--- src/rtl/reg_scoreboard.sv ---
// Load-hazard scoreboard for the ID stage: per-register in-flight load counters
// with a same-cycle stall request for reads of (or saturated writes to) pending loads.
module reg_scoreboard #(
  parameter int CNT_W = 2,
  parameter int TOT_W = 7
) (
  input  logic             clk,
  input  logic             rst,
  input  logic             re1,
  input  logic [4:0]       raddr1,
  input  logic             re2,
  input  logic [4:0]       raddr2,
  input  logic             issue_valid,
  input  logic             issue_load,
  input  logic [4:0]       issue_waddr,
  input  logic             stall_in,
  input  logic             ld_done,
  input  logic [4:0]       ld_waddr,
  input  logic             flush,
  output logic             stall_req,
  output logic [31:0]      busy_vec,
  output logic [TOT_W-1:0] outstanding
);
  localparam logic [CNT_W-1:0] MAX = '1;

  logic [31:0][CNT_W-1:0] cnt;
  logic [31:0]            dec_vec;
  logic [31:0]            eff_busy;
  logic [31:1]            inc_vec;
  logic                   fire;
  logic                   dst_full;

  // x0 has no counter; its slot reads as an idle register
  assign cnt[0]      = '0;
  assign dec_vec[0]  = 1'b0;
  assign eff_busy[0] = 1'b0;
  assign busy_vec[0] = 1'b0;

  for (genvar r = 1; r < 32; r++) begin : g_reg
    logic ld_hit;
    assign ld_hit     = ld_done && (ld_waddr == 5'(r));
    assign inc_vec[r] = fire && (issue_waddr == 5'(r));
    // a completing load is forwarded from MEM, so the last pending one doesn't stall
    assign eff_busy[r] = (cnt[r] > CNT_W'(1)) || ((cnt[r] == CNT_W'(1)) && !ld_hit);
    assign busy_vec[r] = (cnt[r] != '0);

    reg_sb_cnt #(.CNT_W(CNT_W)) u_cnt (
      .clk    (clk),
      .rst    (rst),
      .flush  (flush),
      .inc    (inc_vec[r]),
      .ld_hit (ld_hit),
      .dec    (dec_vec[r]),
      .cnt    (cnt[r])
    );
  end

  assign dst_full = issue_load && (issue_waddr != 5'd0) &&
                    (cnt[issue_waddr] == MAX) && !dec_vec[issue_waddr];

  assign stall_req = !rst && issue_valid &&
                     ((re1 && eff_busy[raddr1]) || (re2 && eff_busy[raddr2]) || dst_full);

  assign fire = issue_valid && issue_load && (issue_waddr != 5'd0) &&
                !stall_req && !stall_in && !flush;

  // only one register can increment and one decrement per cycle
  always_ff @(posedge clk) begin
    if (rst || flush)
      outstanding <= '0;
    else
      outstanding <= outstanding + TOT_W'(fire) - TOT_W'(|dec_vec);
  end
endmodule

// One per-register outstanding-load counter; inc is pre-gated so it never saturates.
module reg_sb_cnt #(
  parameter int CNT_W = 2
) (
  input  logic             clk,
  input  logic             rst,
  input  logic             flush,
  input  logic             inc,
  input  logic             ld_hit,
  output logic             dec,
  output logic [CNT_W-1:0] cnt
);
  assign dec = ld_hit && (cnt != '0);

  always_ff @(posedge clk) begin
    if (rst || flush)
      cnt <= '0;
    else if (inc && !dec)
      cnt <= cnt + CNT_W'(1);
    else if (dec && !inc)
      cnt <= cnt - CNT_W'(1);
  end
endmodule

--- config.mk ---
export PLATFORM = sky130hd
export DESIGN_NAME = reg_scoreboard
export DESIGN_NICKNAME = d
export VERILOG_FILES = /design/src/rtl/reg_scoreboard.sv
export SDC_FILE = /design/constraint.sdc
export NUM_CORES = 1
export LEC_CHECK = 0
export BUFFER_PORTS_ARGS = -buffer_cell sky130_fd_sc_hd__buf_2
export CAP_MARGIN = 25
export CORE_ASPECT_RATIO = 0.9
export CORE_UTILIZATION = 65
export CTS_CLUSTER_DIAMETER = 150
export DETAILED_ROUTE_END_ITERATION = 12
export PLACE_DENSITY = 0.86
export RECOVER_POWER = 100
export SKIP_CTS_REPAIR_TIMING = 1
export SYNTH_ARGS = -nofsm -noshare
export SYNTH_HDL_FRONTEND = slang
export SYNTH_SLANG_ARGS = --single-unit
--- constraint.sdc ---
create_clock -name clk -period 8 [get_ports clk]
set_input_delay 1.2 -clock clk [delete_from_list [all_inputs] [get_ports clk]]
set_output_delay 1.2 -clock clk [all_outputs]
set_load 0.02 [all_outputs]
## Word level (Yosys, flattened, before mapping)

Index checks and enable logic that the tools add are counted.

| word-level totals | value |
|---|---|
| logic and storage cells | 688 |
| register bits after elaboration | 69 |
| bits of input ports | 29 |
| output and inout port bits | 40 |

| cells by class | value |
|---|---|
| reduce and logical (&&, ||, !) cells | 394 |
| $lt $le $gt $ge | 34 |
| add/subtract/negate cells | 64 |
| equal/unequal tests | 94 |
| multiplexer cells | 70 |

Operators with widths:

| kind | count |
|---|---|
| logical AND 1 bit | 198 |
| equality test 5 bit (second input constant) | 32 |
| 2-to-1 mux 2 bit | 63 |
| nonzero test 2 bit | 62 |
| logical NOT 1 bit | 98 |
| equality test 5 x 4 -> 1 bit (second input constant) | 16 |
| adder 2 x 1 -> 2 bit (second input constant) | 31 |
| equality test 2 x 1 -> 1 bit (second input constant) | 31 |
| > comparator 2 x 1 -> 1 bit (second input constant) | 31 |
| subtractor 2 x 1 -> 2 bit (second input constant) | 31 |
| equality test 5 x 3 -> 1 bit (second input constant) | 8 |
| logical OR 1 bit | 34 |
| OR reduction 31 bit | 1 |
| equality test 5 x 2 -> 1 bit (second input constant) | 4 |
| less-than comparator 5 x 6 -> 1 bit (second input constant) | 3 |
| binary-select mux 1 bit (select 5 bit) | 3 |
| binary-select mux 2 bit (select 5 bit) | 1 |
| equality test 5 x 1 -> 1 bit (second input constant) | 2 |
| adder 7 x 1 -> 7 bit | 1 |
| subtractor 7 x 1 -> 7 bit | 1 |
| nonzero test 5 bit | 1 |
| 2-to-1 mux 1 bit | 3 |
| equality test 2 bit (second input constant) | 1 |

## Logic depth before layout (Yosys ltp)

Gate-level depths: netlist of the first run.

| depth | value |
|---|---|
| depth after elaboration | 20 |
| mapped depth | 20 |
| mapped depth without buffers | 19 |

## By module

From an unflattened synthesis of the first run, not the netlist that was laid out.

| second synthesis, totals | value |
|---|---|
| cells, all modules | 820 |
| area total of the unflattened synthesis | 6620.1 um^2 |

By module, submodules not included:

| module | instances | sequential area each (um^2) | area an instance (um^2) | cells an instance |
|---|---|---|---|---|
| reg_sb_cnt | 31 | 40.0 | 107.6 | 11 |
| reg_scoreboard | 1 | 140.1 | 3284.4 | 479 |

## Worst setup path before layout of the first run

No wires, ideal clock.

| path | value |
|---|---|
| path type | in2reg |
| start | in issue_waddr[1] |
| end | reg outstanding[6] |
| data required time | 7.872 ns |
| setup time | 0.128 ns |
| arrival | 4.896 ns |
| stages | 18 |
| slack | 2.977 ns |
| path buffers | 3 |
| path through | buf_2 > buf_6 > buf_2 > mux4_2 > mux4_2 > nand4_1 > nand4_4 > or3_1 > ha_1 > inv_1 > ha_1 > fa_1 > a21o_1 > a21oi_1 > o21bai_1 > a21oi_1 > xnor2_1 > nor2_1 |

| on the way | value |
|---|---|
| cells in the longest elaborated chain, start to end | 13 |
| elaborated cells on any way between the ends | 19 |
| classes of those cells | 2 x add/sub; 1 x eq/ne; 4 x mux; 12 x reduce/logical |

Ends and longest elaborated chain:

| what | line | text |
|---|---|---|
| from (decl) | 15 | `input logic [4:0] issue_waddr,` |
| binary-select mux 2 bit (select 5 bit) | 59 | `(cnt[issue_waddr] == MAX) && !dec_vec[issue_waddr];` |
| 2-to-1 mux 2 bit (implied by the code) | 59 |  |
| equality test 2 bit | 59 |  |
| logical AND 1 bit | 58 | `assign dst_full = issue_load && (issue_waddr != 5'd0) &&` |
| logical AND 1 bit | 59 |  |
| logical OR 1 bit | 62 | `((re1 && eff_busy[raddr1]) \|\| (re2 && eff_busy[raddr2]) \|\| dst_full);` |
| logical AND 1 bit | 61 | `assign stall_req = !rst && issue_valid &&` |
| logical NOT 1 bit | 65 | `!stall_req && !stall_in && !flush;` |
| logical AND 1 bit (*) | 64 | `assign fire = issue_valid && issue_load && (issue_waddr != 5'd0) &&` |
| logical AND 1 bit (*) (2 in a row) | 65 |  |
| adder 7 x 1 -> 7 bit (*) | 72 | `outstanding <= outstanding + TOT_W'(fire) - TOT_W'(\|dec_vec);` |
| subtractor 7 x 1 -> 7 bit (*) | 72 |  |
| to (signal assigned) | 72 |  |
| to (decl) | 22 | `output logic [TOT_W-1:0] outstanding` |

Every way passes the cells marked *; elsewhere a longest branch is shown, timed or not. The select of a mux whose other input is x is not followed.
A chain may end at the register's enable or synchronous reset.

## Worst setup path after layout of the first run

Ends and elaborated chain as after synthesis.

==> results of run 1 <==
## path summary, 6_finish.rpt
kind,start,endpoint,slack (ns),depth (start not counted)
worst max-delay path,issue_waddr[1],outstanding[6]$_SDFF_PP0_,1.45,18
worst min-delay path,g_reg[10].u_cnt.cnt[1]$_SDFFE_PP0P_,g_reg[10].u_cnt.cnt[1]$_SDFFE_PP0P_,0.57,2
worst max register to register,g_reg[19].u_cnt.cnt[1]$_SDFFE_PP0P_,outstanding[6]$_SDFF_PP0_,3.34,19
worst min register to register,g_reg[10].u_cnt.cnt[1]$_SDFFE_PP0P_,g_reg[10].u_cnt.cnt[1]$_SDFFE_PP0P_,0.57,2
## layer usage
metal	up-vias	global-route usage, %	share of wire, %
met5	-	0	0
met4	0	20.48	4.6
met3	106	11.76	13
met2	511	62.89	42
met1	3422	56.03	41
li1	3371	-	-
## power groups by stage
| stage | registers, mW | clock network (mW) | logic [mW] |
|---|---|---|---|
| floorplan | 0.352 | 0 | 0.0669 |
| global placement | 0.352 | 0 | 0.0973 |
| detailed placement | 0.352 | 0 | 0.0967 |
| CTS | 0.344 | 0.401 | 0.0972 |
| global route | 0.344 | 0.414 | 0.105 |
| finish | 0.344 | 0.400 | 0.100 |
## cells in the mapped netlist (all sizes together) (3+ instances only)
cell,number,area [sq um]
nand4b,4,35.03
nand3,37,202.7
a311oi,18,157.7
and3,4,25.02
o22a,3,26.28
o22ai,17,106.4
buf,31,222.7
nand2,29,108.9
and2,6,37.54
a21oi,41,205.2
nor2,151,569.3
dfxtp,69,1381
nand2b,9,56.30
nor4,7,81.33
or4,7,52.55
nor2b,9,56.30
xnor2,4,35.03
a21o,3,22.52
or3,7,43.79
and4b,3,30.03
o2111ai,5,43.79
nand4,25,171.4
mux4,13,292.8
o21ai,16,80.07
inv,109,409.1
o31ai,3,22.52
a31oi,32,215.2
mux2,5,56.30
or2,7,43.79
nor3,36,290.3
clkbuf,25,93.84
ha,100,1251
xor2,64,560.5
o311ai,4,35.04
a2111oi,4,41.29
## state kept, by name, summed over array words and instances, names as in the netlist
name / flops
g.u_cnt.cnt: 62
outstanding: 7
## layout make-up
| type | instances | area [sq um] |
|---|---|---|
| timing repair buffer | 75 | 349.1 |
| clock buffer | 10 | 239.0 |
| multi-input combinational | 705 | 5126 |
| fill | 921 | 3197 |
| clock inverter | 6 | 53.80 |
| sequential | 69 | 1381 |
| inverter | 109 | 409.1 |
| tap | 152 | 190.2 |
## placed cells by master (no fill, tap or decap), drive strengths merged, types with 7 or more instances in the layout
master  netlist  layout
nor2        151     151
nor4          7       7
or2           7       7
o22ai        17      17
nor2b         9       9
nand3        37      37
nand4        25      25
buf          31      35
or4           7       7
nand2b        9       9
a21oi        41      41
a311oi       18      18
ha          100     100
clkbuf       25      50
nor3         36      36
a31oi        32      32
nand2        29      29
xor2         64      64
or3           7       7
dfxtp        69      69
inv         109     112
mux4         13      13
o21ai        16      16
## kinds of logic after synthesis
logic type / after synthesis / share of synthesized area, %
and+or+nand+nor: 350 / 25.79
AOI/OAI and AO/OA: 165 / 15.26
buffers and inverters: 165 / 9.842
adders and majority gates: 101 / 17.24
DFF: 69 / 18.73
xor gates and xnor gates: 68 / 8.077
muxes: 20 / 5.006
other: 1 / 0.05086
## per-stage QoR
stage / hold WS [ns] / cell area [sq um] / setup slack, ns
floorplan: 0.4937 / 7373 / 2.977
global placement: 0.5351 / 7655 / 1.725
detailed placement: 0.5469 / 7666 / 1.609
CTS: 0.5578 / 7959 / 1.967
global route: 0.5848 / 7749 / 1.055
finish: 0.5656 / 7749 / 1.454
## tightest hold or removal path: stages, from the launching register on
cell     delay, ns
dfxtp_1       0.34
a21oi_1       0.13
nor2_1        0.04
==> impl_metrics.tcl, run 1 <==
set metrics [dict create \
    status "complete, but fails checks" \
    violations "capacitance limit, slew limit" \
    rows 36 \
    vias 7410 \
    yosys_warnings 0 \
    slowest_stage "clkbuf_1" \
    wire_per_inst_microns 21.57 \
    cts_tree "yes" \
    synth_cells 939 \
    start_kind "primary input" \
    cts_buffer_depth 2 \
    drc 0 \
    drv_slew 29 \
    p_comb_share_pct 11.9 \
    rsz0062_at_grt "false" \
    syn_to_final_growth_pct 5.091 \
    viasPerCell 6.581 \
    power_density_nw_per_um2 109.0 \
    port_buffers 67 \
    setup_viol 0 \
    grt_pass1_vias 6770 \
    place_inst 1110 \
    crit_chain "clkbuf_1 -> nor2b_1 -> nand2_1 -> o22a_1 -> and4_1 -> a31oi_4 -> nand4_4 -> or3_1 -> ha_1 -> inv_1 -> ha_1 -> fa_1 -> a21o_1 -> a21oi_1 -> o21bai_1 -> a21oi_1 -> xnor2_1 -> nor2_1" \
    synth.net_count 1069 \
    start_util_pct 67.36 \
    critPathMaxStageDelay_ns 1.17 \
    critical_path_arrival_ns 6.77 \
    power.internal_uw 594.4 \
    seq_area_frac_synth_pct 18.73 \
    grt_max_degree 39 \
    grt_usage_pct 42.09 \
    ir_drop_v 0.0001488 \
    dieArea_sq_um 11770 \
    worstMarginPinSlew_ns 1.656 \
    period_needed_ns 6.546 \
    synth_seq_cells 69 \
    io_pins 69 \
    synth-edff-count 0 \
    critPathBufInv 2 \
    antenna_found_initial 0 \
    grt.overflow.total 0 \
    timing.final.crit_share_pct 81.82 \
    drt_pass1_iterations 6 \
    ys_async_sr_fraction_pct 0 \
    grt_first_pass_wirelength_microns 37080 \
    crit_required_ns 8.22 \
    die_h_microns 103.0 \
    clock_latency_ns 0.36 \
    fin_cells 1126 \
    path_max_fanout 28 \
    place_congestion 1.026 \
    finClkSkew_ns 0.008065 \
    hp-class "flip-flop to flip-flop" \
    cts_sinks 69 \
    synthesis.area_sq_um 7373 \
    endpoint_kind "flip-flop" \
    final_util_pct 70.79 \
    tns_ns 0 \
    drive_gt1_share_pct 8.727 \
    synth_flop_cell "dfxtp_1" \
    drt_iter0_drc 1104 \
    power.share.switching_pct 29.62 \
    die_x_microns 114.3 \
    wl_microns 24290 \
    diodes 0 \
    syn_area_per_cell_sq_um 7.852 \
    cts_buffers 9 \
    clockRootBuffer "clkbuf_16" \
    ys_types 74 \
    cts_htree_levels 3 \
    seq_power_share_pct 40.8 \
    p_sw_uw 250.2 \
    max_freq_ghz 0.1528 \
    ant_nets 0 \
    nNetsFinal 1099 \
    core_area_sq_um 10950 \
    power_leakage_nw 3.279 \
    p_clk_share_pct 47.3 \
    worstSetupPathType "primary input to flip-flop" \
    maxCapViolCount 1 \
    cp_top_family "simple AND/OR/NAND/NOR gates" \
    slew_headroom_pct -10.42 \
    clk_pin_slew_worst_paths_ns 0.06 \
    post-dp-hpwl_microns 18050 \
    total_power_uw 844.6 \
    finalHoldViolations 0 \
]
Power figures use the tool's default switching activity.
==> run 2, diff against run 1 <==
--- a/config.mk
+++ b/config.mk
@@ -8,10 +8,10 @@
 export BUFFER_PORTS_ARGS = -buffer_cell sky130_fd_sc_hd__buf_2
 export CAP_MARGIN = 25
 export CORE_ASPECT_RATIO = 0.9
-export CORE_UTILIZATION = 65
+export CORE_UTILIZATION = 62
 export CTS_CLUSTER_DIAMETER = 150
 export DETAILED_ROUTE_END_ITERATION = 12
-export PLACE_DENSITY = 0.86
+export PLACE_DENSITY = 0.83
 export RECOVER_POWER = 100
 export SKIP_CTS_REPAIR_TIMING = 1
 export SYNTH_ARGS = -nofsm -noshare
==> constraint.sdc (replaced) <==
create_clock -name clk -period 6.4 [get_ports clk]
set_input_delay 0.96 -clock clk [delete_from_list [all_inputs] [get_ports clk]]
set_output_delay 0.96 -clock clk [all_outputs]
set_load 0.02 [all_outputs]
==> impl_metrics.tcl, run 2 (same netlist as run 1, synthesis figures left out) <==
set metrics [dict create \
    status "completed" \
    port_buffers 67 \
    ant_nets 0 \
    syn_to_final_growth_pct 5.481 \
    holdPathEnd "g_reg[8].u_cnt.cnt[1]$_SDFFE_PP0P_" \
    drv_slew 0 \
    wire_per_inst_microns 20.74 \
    cts_buffer_depth 2 \
    drt_pass1_iterations 7 \
    cts_tree "yes" \
    regMostFlops "g.u_cnt.cnt" \
    worstMarginPinSlew_ns 0.8889 \
    place_congestion 1.061 \
    grt_first_pass_wirelength_microns 36620 \
    r2r-end "outstanding[6]$_SDFF_PP0_" \
    worstSetupPathType "primary input to flip-flop" \
    finalHoldViolations 0 \
    fin_cells 1136 \
    place_inst 1120 \
    core_area_sq_um 11530 \
    rrSetupSlack_ns 2.04 \
    start_util_pct 63.96 \
    design_area_sq_um 7777 \
    grt_max_degree 54 \
    placed_area_sq_um 7716 \
    setup_viol 0 \
    nNetsFinal 1105 \
    cts_buffers 9 \
    final_cell_mix "nor2_1 (150), inv_1 (109), ha_1 (100), dfxtp_1 (69), xor2_1 (64)" \
    cts_htree_levels 3 \
    final_util_pct 67.47 \
    top_regs "g.u_cnt.cnt: 62 flops, outstanding: 7 flops" \
    total_power_mw 1.044 \
    period_needed_ns 5.182 \
    finClkSkew_ns 0.008820 \
    crit_required_ns 6.62 \
    worst_r2r_path_depth 19 \
    drt_iter0_drc 1135 \
    whs_path_depth 2 \
    power_density_nw_per_um2 134.3 \
    die_x_microns 117.0 \
    max_freq_ghz 0.1930 \
    endpoint_kind "flip-flop" \
    post-dp-hpwl_microns 18020 \
    path_max_fanout 28 \
    clockRootBuffer "clkbuf_16" \
    wl_microns 23560 \
    drc 0 \
    power_leakage_nw 3.296 \
    die_h_microns 105.5 \
    final_common_cell "nor2_1" \
    diodes 0 \
    rsz0062_at_grt "false" \
    clk_pin_slew_worst_paths_ns 0.06 \
    viasPerCell 6.568 \
    grt_usage_pct 39.48 \
    antenna_found_initial 0 \
    cts_sinks 69 \
    timing.critical_path.from "issue_waddr[1]" \
    vias 7461 \
    timing.final.crit_share_pct 80.97 \
    io_pins 69 \
    slew_headroom_pct 40.74 \
    maxCapViolCount 0 \
    clock_latency_ns 0.36 \
    rows 37 \
    ir_drop_v 0.0001947 \
    r2r-start "g_reg[23].u_cnt.cnt[1]$_SDFFE_PP0P_" \
    hold_start "g_reg[8].u_cnt.cnt[1]$_SDFFE_PP0P_" \
    drive_gt1_share_pct 9.286 \
    grt.overflow.total 0 \
    start_kind "primary input" \
    largest_reg_flops 62 \
    hp-class "flip-flop to flip-flop" \
    tns_ns 0 \
    dieArea_sq_um 12330 \
    grt_pass1_vias 6849 \
    critical_path_arrival_ns 5.41 \
]
==> run 2: worst max-delay path by stage <==
stage | endpoint | slack [ns] | depth (start not counted)
2_1_floorplan | outstanding[6]$_SDFF_PP0_ | 1.62 | 18
3_3_place_gp | outstanding[6]$_SDFF_PP0_ | 1.04 | 18
3_5_place_dp | outstanding[6]$_SDFF_PP0_ | 1.01 | 18
4_1_cts | outstanding[6]$_SDFF_PP0_ | 1.39 | 18
5_1_grt | outstanding[6]$_SDFF_PP0_ | 0.92 | 18
6_report | outstanding[6]$_SDFF_PP0_ | 1.22 | 18
==> run 2: metal layers <==
| metal | vias up | part of all wire [%] | wire length (microns) | GRT usage (%) |
|---|---|---|---|---|
| li1 | 3366 | - | - | - |
| met1 | 3483 | 41 | 9558 | 53.11 |
| met2 | 522 | 42 | 9913 | 57.19 |
| met3 | 90 | 13 | 3159 | 12.59 |
| met4 | 0 | 3.9 | 924 | 17.45 |
| met5 | - | 0 | 0 | 0 |
==> run 2: power breakdown <==
part	switching (mW)	leakage, nW	internal (mW)
combinational	0.0920	2.61	0.0356
clock	0.219	0.127	0.267
sequential	0.000612	0.555	0.430
==> run 2: cell type report <==
class	count	area, sq um
Multi-Input combinational cell	705	5116
Inverter	109	409.1
Timing Repair Buffer	81	391.6
Fill cell	1000	3750
Clock buffer	9	225.2
Sequential cell	69	1381
Clock inverter	7	58.81
Tap cell	156	195.2
==> run 2: critical path, stage by stage <==
cell,delay [ns]
buf_2,0.35
or2_0,0.39
o311ai_0,0.64
a2111oi_0,0.18
and4_1,0.23
a31oi_1,0.32
nand4_4,0.13
or3_1,0.38
ha_1,0.30
inv_1,0.04
ha_1,0.20
fa_1,0.41
a21o_1,0.20
a21oi_1,0.21
o21bai_1,0.08
a21oi_1,0.18
xnor2_1,0.13
nor2_1,0.05
==> run 2: per-stage QoR <==
| step | setup WS [ns] | hold WS (ns) |
|---|---|---|
| 2_1_floorplan | 1.617 | 0.4937 |
| 3_3_place_gp | 1.043 | 0.5353 |
| 3_5_place_dp | 1.013 | 0.5426 |
| 4_1_cts | 1.391 | 0.5516 |
| 5_1_grt | 0.9174 | 0.5618 |
| 6_report | 1.218 | 0.5487 |
==> run 3, diff against run 2 <==
==> constraint.sdc (replaced) <==
create_clock -name clk -period 4.8 [get_ports clk]
set_input_delay 0.72 -clock clk [delete_from_list [all_inputs] [get_ports clk]]
set_output_delay 0.72 -clock clk [all_outputs]
set_load 0.02 [all_outputs]
==> impl_metrics.tcl, run 3 (same netlist as run 1, synthesis figures left out) <==
set metrics [dict create \
    grt_max_degree 39 \
    slowest_stage "mux4_2" \
    regMostFlops "g.u_cnt.cnt" \
    core_area_sq_um 11530 \
    top_regs "g.u_cnt.cnt: 62 flops, outstanding: 7 flops" \
    start_util_pct 63.96 \
    ir_drop_v 0.0002358 \
    worstSetupPathType "primary input to flip-flop" \
    worst_r2r_path_depth 19 \
    port_buffers 67 \
    wire_per_inst_microns 21.86 \
    r2r-end "outstanding[6]$_SDFF_PP0_" \
    largest_reg_flops 62 \
    syn_to_final_growth_pct 11.34 \
    cts_buffer_depth 2 \
    die_x_microns 117.0 \
    nNetsFinal 1154 \
    slew_headroom_pct 52.05 \
    drt_iter0_drc 1209 \
    cts_tree "yes" \
    cp-endpoint "outstanding[6]$_SDFF_PP0_" \
    clk_pin_slew_worst_paths_ns 0.06 \
    io_pins 69 \
    regArea_sq_um 1381 \
    hold_slack_ns 0.5583 \
    wl_microns 25910 \
    drt_pass1_iterations 6 \
    ant_nets 0 \
    diodes 0 \
    power_leakage_nw 3.555 \
    endpoint_kind "flip-flop" \
    die_h_microns 105.5 \
    path_max_fanout 18 \
    multi_input_area_sq_um 5147 \
    drv_slew 0 \
    cts_buffers 9 \
    power_density_nw_per_um2 178.7 \
    r2r-start "g_reg[19].u_cnt.cnt[1]$_SDFFE_PP0P_" \
    clock_latency_ns 0.35 \
    place_inst 1169 \
    status "completed" \
    rows 37 \
    finalHoldViolations 0 \
    total_power_mw 1.467 \
    maxCapViolCount 0 \
    cts_htree_levels 3 \
    post-dp-hpwl_microns 20050 \
    cp_top_family "compound AO/OA/AOI/OAI gates" \
    critPathMaxStageDelay_ns 0.56 \
    drc 0 \
    fin_cells 1185 \
    finClkSkew_ns 0.009967 \
    max_freq_ghz 0.2218 \
    rrSetupSlack_ns 0.43 \
    critical_path_arrival_ns 4.74 \
    crit_chain "buf_2 -> mux4_2 -> a32o_1 -> a31oi_1 -> o21ai_0 -> nand4_1 -> nand4_4 -> or3_1 -> ha_1 -> inv_1 -> ha_1 -> fa_1 -> a21o_1 -> a21oi_1 -> o21bai_1 -> a21oi_1 -> xnor2_1 -> nor2_1" \
    crit_required_ns 5.03 \
    grt.overflow.total 0 \
    period_needed_ns 4.509 \
    setup_viol 0 \
    cp.depth 18 \
    hp-class "flip-flop to flip-flop" \
    critPathBufInv 2 \
    clockRootBuffer "clkbuf_16" \
    antenna_found_initial 0 \
    fillCellCount 969 \
    cts_sinks 69 \
    final_common_cell "nor2_1" \
    grt_first_pass_wirelength_microns 39590 \
    final_cell_mix "nor2_1 (150), inv_1 (109), ha_1 (100), dfxtp_1 (69), xor2_1 (64)" \
    grt_pass1_vias 7140 \
    timing.critical_path.from "issue_waddr[1]" \
    viasPerCell 6.469 \
    dieArea_sq_um 12330 \
    vias 7666 \
    rsz0062_at_grt "false" \
    timing.final.crit_share_pct 93.94 \
    worstMarginPinSlew_ns 0.7192 \
    start_kind "primary input" \
    place_congestion 1.063 \
    grt_usage_pct 43.57 \
    drive_gt1_share_pct 13.80 \
]
run 3: changes by cell type in the layout (fill, tap and decap cells not counted), sizes merged:
cell,delta
clkinv,+1
clkinvlp,-2
clkbuf,+4
bufinv,+1
buf,+46
inv,-1
run 3: area by class of cell:
cell class | instances | area share (%)
Clock buffer | 10 | 2.789
Tap cell | 156 | 2.378
Multi-Input combinational cell | 705 | 62.70
Timing Repair Buffer | 130 | 9.450
Sequential cell | 69 | 16.83
Inverter | 109 | 4.984
Clock inverter | 6 | 0.8688
run 3: metrics by stage:
| step | setup slack [ns] | cell area, sq um | util, % | setup TNS, ns |
|---|---|---|---|---|
| 6_report | 0.2908 | 8209 | 71.21 | 0 |
| 2_1_floorplan | 0.2566 | 7373 | - | 0 |
| 3_3_place_gp | 0.07671 | 8105 | 70.31 | 0 |
| 5_1_grt | 0.02783 | 8209 | 71.21 | 0 |
| 4_1_cts | 0.3666 | 8406 | 72.92 | 0 |
| 3_5_place_dp | -0.01004 | 8105 | 70.31 | -0.01004 |
run 3: worst min path at each step:
stage               depth (start not counted)  slack [ns]                               start                                  to
floorplan                                   2        0.49  g_reg[3].u_cnt.cnt[1]$_SDFFE_PP0P_  g_reg[3].u_cnt.cnt[1]$_SDFFE_PP0P_
global placement                            2        0.53  g_reg[8].u_cnt.cnt[0]$_SDFFE_PP0P_  g_reg[8].u_cnt.cnt[0]$_SDFFE_PP0P_
detailed placement                          2        0.55  g_reg[8].u_cnt.cnt[1]$_SDFFE_PP0P_  g_reg[8].u_cnt.cnt[1]$_SDFFE_PP0P_
CTS                                         2        0.56  g_reg[8].u_cnt.cnt[1]$_SDFFE_PP0P_  g_reg[8].u_cnt.cnt[1]$_SDFFE_PP0P_
global route                                2        0.58  g_reg[8].u_cnt.cnt[1]$_SDFFE_PP0P_  g_reg[8].u_cnt.cnt[1]$_SDFFE_PP0P_
finish                                      2        0.56  g_reg[8].u_cnt.cnt[1]$_SDFFE_PP0P_  g_reg[8].u_cnt.cnt[1]$_SDFFE_PP0P_
run 3: worst register-to-register path: stages, from the launching register on:
cell and delay [ns]:
dfxtp_1 0.47, inv_1 0.11, ha_1 0.27, o21ai_0 0.19, a31oi_1 0.08, o311ai_0 0.35, a211oi_1 0.18, a31oi_4 0.26
nand4_4 0.11, or3_1 0.37, ha_1 0.30, inv_1 0.04, ha_1 0.20, fa_1 0.38, a21o_1 0.18, a21oi_1 0.23
o21bai_1 0.10, a21oi_1 0.20, xnor2_1 0.14, nor2_1 0.05
run 3: per-layer routing:
layer | share of wire (%) | track usage, %
met1 | 41 | 59.99
met2 | 42 | 64.41
met3 | 13 | 10.87
met4 | 4.1 | 17.90
met5 | 0 | 0
run 3: power by group:
group          leakage (nW)  total [mW]  internal, mW  switching [mW]
clock network         0.140       0.691         0.407           0.284
registers             0.555       0.574         0.573        0.000876
logic                  2.86       0.202        0.0681           0.133
